===== src/rtl/mips_cpu_divider.sv =====
// Iterative restoring divider for MIPS DIV/DIVU: one quotient bit per cycle,
// then a sign-fixup cycle that registers quotient (LO), remainder (HI) and div_by_zero.
module mips_cpu_divider #(
    parameter int WIDTH = 32,
    parameter int CNT_W = 6
) (
    input  logic             clk,
    input  logic             reset,
    input  logic             start,
    input  logic             is_signed,
    input  logic [WIDTH-1:0] dividend,
    input  logic [WIDTH-1:0] divisor,
    output logic             busy,
    output logic             done,
    output logic [WIDTH-1:0] quotient,
    output logic [WIDTH-1:0] remainder,
    output logic             div_by_zero
);

    typedef enum logic [1:0] {
        S_IDLE = 2'd0,
        S_RUN  = 2'd1,
        S_FIX  = 2'd2
    } state_t;

    state_t             state_q, state_d;
    logic [CNT_W-1:0]   cnt_q, cnt_d;
    logic [WIDTH-1:0]   rem_q, rem_d;
    // Dividend magnitude shifts out MSB-first while quotient bits shift in at the LSB.
    logic [WIDTH-1:0]   dvd_q, dvd_d;
    logic [WIDTH-1:0]   dvs_q, dvs_d;
    logic [WIDTH-1:0]   dvd_raw_q, dvd_raw_d;
    logic               neg_quo_q, neg_quo_d;
    logic               neg_rem_q, neg_rem_d;
    logic               dbz_q, dbz_d;
    logic               busy_q, busy_d;
    logic               done_q, done_d;
    logic [WIDTH-1:0]   quotient_q, quotient_d;
    logic [WIDTH-1:0]   remainder_q, remainder_d;
    logic               div_by_zero_q, div_by_zero_d;

    logic [WIDTH:0]     shifted;
    logic [WIDTH:0]     trial;

    // Full WIDTH+1 shift keeps the top remainder bit, needed when divisor >= 2^(WIDTH-1).
    assign shifted = {rem_q, dvd_q[WIDTH-1]};
    assign trial   = shifted - {1'b0, dvs_q};

    always_comb begin
        state_d       = state_q;
        cnt_d         = cnt_q;
        rem_d         = rem_q;
        dvd_d         = dvd_q;
        dvs_d         = dvs_q;
        dvd_raw_d     = dvd_raw_q;
        neg_quo_d     = neg_quo_q;
        neg_rem_d     = neg_rem_q;
        dbz_d         = dbz_q;
        busy_d        = busy_q;
        done_d        = 1'b0;
        quotient_d    = quotient_q;
        remainder_d   = remainder_q;
        div_by_zero_d = div_by_zero_q;

        case (state_q)
            S_IDLE: begin
                if (start) begin
                    dvd_d     = (is_signed && dividend[WIDTH-1]) ? -dividend : dividend;
                    dvs_d     = (is_signed && divisor[WIDTH-1])  ? -divisor  : divisor;
                    dvd_raw_d = dividend;
                    neg_quo_d = is_signed & (dividend[WIDTH-1] ^ divisor[WIDTH-1]);
                    neg_rem_d = is_signed & dividend[WIDTH-1];
                    dbz_d     = (divisor == '0);
                    rem_d     = '0;
                    cnt_d     = '0;
                    busy_d    = 1'b1;
                    state_d   = S_RUN;
                end
            end
            S_RUN: begin
                if (!trial[WIDTH]) begin
                    rem_d = trial[WIDTH-1:0];
                    dvd_d = {dvd_q[WIDTH-2:0], 1'b1};
                end else begin
                    rem_d = shifted[WIDTH-1:0];
                    dvd_d = {dvd_q[WIDTH-2:0], 1'b0};
                end
                cnt_d = cnt_q + CNT_W'(1);
                if (cnt_q == CNT_W'(WIDTH - 1)) begin
                    state_d = S_FIX;
                end
            end
            S_FIX: begin
                // Zero divisor: force MIPS-style result for both signed and unsigned.
                if (dbz_q) begin
                    quotient_d  = '1;
                    remainder_d = dvd_raw_q;
                end else begin
                    quotient_d  = neg_quo_q ? -dvd_q : dvd_q;
                    remainder_d = neg_rem_q ? -rem_q : rem_q;
                end
                div_by_zero_d = dbz_q;
                done_d        = 1'b1;
                busy_d        = 1'b0;
                state_d       = S_IDLE;
            end
            default: begin
                state_d = S_IDLE;
                busy_d  = 1'b0;
            end
        endcase
    end

    always_ff @(posedge clk) begin
        if (reset) begin
            state_q       <= S_IDLE;
            cnt_q         <= '0;
            rem_q         <= '0;
            dvd_q         <= '0;
            dvs_q         <= '0;
            dvd_raw_q     <= '0;
            neg_quo_q     <= 1'b0;
            neg_rem_q     <= 1'b0;
            dbz_q         <= 1'b0;
            busy_q        <= 1'b0;
            done_q        <= 1'b0;
            quotient_q    <= '0;
            remainder_q   <= '0;
            div_by_zero_q <= 1'b0;
        end else begin
            state_q       <= state_d;
            cnt_q         <= cnt_d;
            rem_q         <= rem_d;
            dvd_q         <= dvd_d;
            dvs_q         <= dvs_d;
            dvd_raw_q     <= dvd_raw_d;
            neg_quo_q     <= neg_quo_d;
            neg_rem_q     <= neg_rem_d;
            dbz_q         <= dbz_d;
            busy_q        <= busy_d;
            done_q        <= done_d;
            quotient_q    <= quotient_d;
            remainder_q   <= remainder_d;
            div_by_zero_q <= div_by_zero_d;
        end
    end

    assign busy        = busy_q;
    assign done        = done_q;
    assign quotient    = quotient_q;
    assign remainder   = remainder_q;
    assign div_by_zero = div_by_zero_q;

endmodule


===== config.mk =====
export PLATFORM = sky130hd
export DESIGN_NAME = mips_cpu_divider
export DESIGN_NICKNAME = d
export VERILOG_FILES = /design/src/rtl/mips_cpu_divider.sv
export SDC_FILE = /design/constraint.sdc
export NUM_CORES = 1
export LEC_CHECK = 0
export CAP_MARGIN = 20
export CORE_MARGIN = 4
export CORE_UTILIZATION = 55
export DETAILED_ROUTE_END_ITERATION = 10
export DONT_BUFFER_PORTS = 1
export PLACE_DENSITY = 0.7
export SETUP_SLACK_MARGIN = 0.4
export SYNTH_ARGS = -nofsm -noshare
export SYNTH_HDL_FRONTEND = slang
export SYNTH_SLANG_ARGS = --single-unit

===== constraint.sdc =====
create_clock -name clk -period 4 [get_ports clk]
set_input_delay 0.8 -clock clk [delete_from_list [all_inputs] [get_ports clk]]
set_output_delay 0.8 -clock clk [all_outputs]
set_load 0.02 [all_outputs]

Yosys cells after proc, flatten, opt, wreduce, memory -nomap -nowiden
Index checks and enable logic that the tools add are counted.
{ "classes": {"add_sub_neg": 6, "n_eq_ne": 5, "mux": 20, "n_bitwise": 4, "n_reduce_logical": 9} }
{ "ops": {"columns": ["operator", "n"], "rows": [
  ["32-bit 2-to-1 mux", 9],
  ["32-bit negator", 4],
  ["32-bit one-hot mux with 2 select lines", 2],
  ["33-bit by 32-bit subtractor with 33-bit output", 1],
  ["32-bit logical NOT", 1],
  ["6-bit one-hot mux with 2 select lines", 1],
  ["2-bit AND reduction", 4],
  ["6-bit by 1-bit adder with 6-bit output, second input constant", 1],
  ["6-bit by 5-bit equality test with 1-bit output, second input constant", 1],
  ["6-bit 2-to-1 mux", 1],
  ["2-bit 2-to-1 mux", 2],
  ["2-bit != test, second input constant", 2],
  ["2-bit one-hot mux with 2 select lines", 1],
  ["1-bit 2-to-1 mux", 3],
  ["1-bit bitwise AND", 2],
  ["2-bit by 1-bit equality test with 1-bit output, second input constant", 1],
  ["2-bit equality test, second input constant", 1],
  ["1-bit logical AND", 2],
  ["2-bit logical NOT", 1],
  ["1-bit one-hot mux with 2 select lines", 1],
  ["2-bit nonzero test", 1],
  ["1-bit inverter", 1],
  ["1-bit XOR", 1]
]} }
{ "totals": {"register_bits": 206, "output_inout_bits": 67} }

Depth between registers and ports, before layout
{ "depth": {"depth_word": 4, "depth_mapped": 13, "depth_no_buf": 11} }

Least setup slack after synthesis
No wires, ideal clock.
{ "synth_path": {"path_type": "register to register", "from": "reg dvd_q[31]", "to": "reg rem_q[26]", "arrival_time_ns": 3.008, "path_slack_ns": 0.876, "stages_incl_launch_ff": 14, "path_buffers": 2, "period_less_slack_ns": 3.124, "cell_sequence": "dfxtp_1 -> inv_1 -> ha_1 -> fa_1 -> nor2b_1 -> o31ai_1 -> a311o_1 -> a21oi_1 -> o211ai_1 -> a21oi_1 -> clkbuf_1 -> clkbuf_1 -> o31ai_1 -> a31o_2"} }
{ "synth_between": {"elab_chain_len": 3} }
{ "synth_rtl": {"columns": ["item", "line", "rtl"], "rows": [
  ["from (decl)", "30", "logic [WIDTH-1:0] dvd_q, dvd_d;"],
  ["from (signal assigned)", "134", "dvd_q <= dvd_d;"],
  ["33-bit by 32-bit subtractor with 33-bit output", "47", "assign trial = shifted - {1'b0, dvs_q};"],
  ["32-bit 2-to-1 mux", "81", "if (!trial[WIDTH]) begin"],
  ["32-bit one-hot mux with 2 select lines", "65", "case (state_q)"],
  ["to (signal assigned)", "133", "rem_q <= rem_d;"],
  ["to (decl)", "28", "logic [WIDTH-1:0] rem_q, rem_d;"]
]} }
Every way passes these cells.
A chain may end at the register's enable or synchronous reset.

Worst setup path in the final report
{ "layout_path": {"from": "reg dvd_q[31]", "to": "reg dvd_q[0]"} }
{ "layout_between": {"elab_chain_len": 3} }
{ "layout_rtl": {"columns": ["item", "line"], "rows": [
  ["33-bit by 32-bit subtractor with 33-bit output", "47"],
  ["1-bit 2-to-1 mux", "81"],
  ["32-bit one-hot mux with 2 select lines", "65"]
]} }
Every way passes these cells.

==> reports/results.ini <==
[clock_tree]
cts_buffer_depth=3
cts_buffers=24
clkTransAtPathRegs_ns=0.06
clock_sinks=206
root_buffer=clkbuf_16
post_cts_buffers=0
clkLatencyLatePin_ns=0.51
hold_buffers=0
cts-htree-levels=1
tritoncts=done

[critical_path]
cp.arrival_ns=3.82
endpoint=dvd_q[0]
crit_chain=inv_1, ha_1, fa_1, nor2b_1, o31ai_1, a311o_1, a21oi_1, o211ai_1, and3_4, buf_4, buf_4, o21ai_0, a31oi_1
cpMaxStageDelayCell=fa_1
r2r_slack_ns=0.56
crit_path_start=dvd_q[31]
crit_required_ns=4.38
cp-end-kind=flop
reg2reg_depth=13
critPathKind=reg2reg
crit_path_max_fanout=15
r2r-start=dvd_q[31]
start_kind=flop
critPathMaxStageDelay_ns=0.41
crit_top_cell=buf_4
reg2reg_to=dvd_q[0]

[global_routing]
grt_pass1_wl_um=54200
use_met2=0.448
grt_use_met1=0.349
grt_max_degree=176
grt_antenna_before_repair=0
track_usage=0.267
met3_usage=0.0550
top_usage_layer=met2
first_global_vias=10410
overflow=0

[routing]
drt_first_pass_iters=5
dr.first_iter.drc_count=875
ant_nets=0
drt_wl_total_um=33900
route.detailed.wl_per_inst_um=18.5
drc=0
drt-vias-per-instance=6.13
via_count=11246

[die]
die-area_sq_mm=0.0244
initial_utilization=0.556
die_w_um=156
rows=54
ios=135
die_y_um=156
coreArea_sq_mm=0.0218

[final_layout]
mostFrequentLayoutCells=nand2_1 (285), dfxtp_1 (205), a21oi_1 (140)
nets=1643
fin_cells=1834
mostFrequentLayoutCell=nand2_1
drive_gt1_frac=0.0528
nFillCells=2033
syn2layout_area_growth_pct=8.29
fin_util=0.602
n_antenna_cell=0

[outcome]
status=finished clean

[yosys]
ys.flop_type=dfxtp_1
ys_types=60
synth.cell_area_sq_mm=0.0121
async_reset_ff_frac=0
ys_seq_area_frac=0.341
syn_nets=1700
yosysTopAreaCell=dfxtp_1
synth_edf_count=0
synthCells=1594
avgSynthCellArea_sq_um=7.59
ys_ff_latch=206
yosysTopAreaCellShare=0.341
ys_top_cells_by_area=dfxtp_1 (34%), nand2_1 (8.8%), xor2_1 (6.4%), a21oi_1 (5.8%), o21ai_0 (4.3%)
yosys_warnings=0

[sta]
slew_violations=0
fin_tns_setup_ns=0
relSlewSlack=0.297
rsz0062_at_grt=yes
setup_viol=0
finalClockSkew_ns=0.0123
fmax_ghz=0.291
hold_viol_final=0
whs_ns=0.373
worst_pin_slew_ns=1.05
layout_min_cycle_time_ns=3.44
finalCritPeriodShare=0.860

[flow_run]
cap_violations=0

[pwr]
p_per_area_mw_per_mm2=405
ir_drop_mv=0.307
leakage_nw=4.83

[min_path]
hold_path_depth=1
hold_class=in2reg

[placement]
dpl.cell_count=1790
portBuffers=0
gp_congestion=0.926
dp_hpwl_um=24900

[cells by family after synthesis]
logic type / Yosys count / synth area share
xor+xnor: 141 / 0.102
fa+ha+maj: 38 / 0.0399
buf+inv: 159 / 0.0493
flops: 206 / 0.341
mux: 4 / 0.00341
simple gates: 552 / 0.204
compound gates: 494 / 0.260
[how the worst min path moves through the flow]
stage	from	end
2_1_floorplan	dvd_raw_q[26]	dvd_raw_q[26]
3_3_place_gp	dvs_q[31]	dvs_q[31]
3_5_place_dp	dvs_q[31]	dvs_q[31]
4_1_cts	reset	dvd_q[14]
5_1_grt	reset	quotient[1]
6_report	reset	quotient[24]
[layout make-up]
| type | instances | area [sq um] | share of cell area |
|---|---|---|---|
| inverter | 58 | 218 | 0.0166 |
| sequential | 206 | 4130 | 0.315 |
| multi-input combinational | 1229 | 7420 | 0.566 |
| clock inverter | 12 | 144 | 0.0110 |
| timing repair buffer | 18 | 168 | 0.0128 |
| clock buffer | 31 | 678 | 0.0517 |
| tap | 280 | 350 | 0.0267 |
[per-layer routing]
layer | vias to the layer above | part of all wire
li1 | 5543 | -
met3 | 53 | 0.080
met1 | 5266 | 0.42
met4 | 0 | 0.026
met2 | 384 | 0.47
met5 | - | 0
[worst max-delay path: cells and delay by family, from the launching register on]
| family | cells | cell delay, ns |
|---|---|---|
| AND/OR/NAND/NOR | 2 | 0.47 |
| adder cells (fa/ha/maj) | 2 | 0.64 |
| buffers and inverters | 3 | 0.46 |
| flip-flops | 1 | 0.35 |
| AO/OA/AOI/OAI | 6 | 1.39 |
[state kept, by name, summed over array words and instances (netlist names)]
signal,flops
busy,1
cnt_q,6
dbz_q,1
div_by_zero,1
done,1
dvd_q,32
dvd_raw_q,32
dvs_q,32
neg_quo_q,1
neg_rem_q,1
quotient,32
rem_q,32
remainder,32
state_q,2
[per-stage QoR]
| stage | setup slack (ns) | instance area, sq um | total power (W) |
|---|---|---|---|
| 2_1_floorplan | 0.876 | 12100 | 0.00290 |
| 3_5_place_dp | 0.494 | 12200 | 0.00307 |
| 5_1_grt | 0.373 | 13100 | 0.00555 |
| 4_1_cts | 0.488 | 13100 | 0.00533 |
| 3_3_place_gp | 0.576 | 12200 | 0.00306 |
| 6_report | 0.562 | 13100 | 0.00531 |
[power by group]
part | total [W] | leakage [nW] | internal [W] | switching [W]
sequential | 0.00223 | 1.68 | 0.00214 | 0.0000910
clock | 0.00226 | 0.404 | 0.00139 | 0.000873
combinational | 0.000815 | 2.74 | 0.000328 | 0.000488
[synthesized netlist by cell type, drive strengths merged, types with 14 or more instances]
cell    instances
inv            58
a21oi         141
nand3          15
a22oi          28
nor4           14
or4            16
xor2           89
o22ai          18
nand2         285
or3            30
clkbuf         92
dfxtp         206
nand2b         17
o31ai          32
nor2          112
o211ai         36
a211oi         49
o21ai         109
xnor2          52
ha             37
nor3           21
[timing repair]
item / 4_1_cts / 5_1_grt
setup endpoints to repair: 0 / 33
resized for setup: 0 / 4
endpoints found under the hold margin: 0 / 0
(Power assumes the default switching activity.)
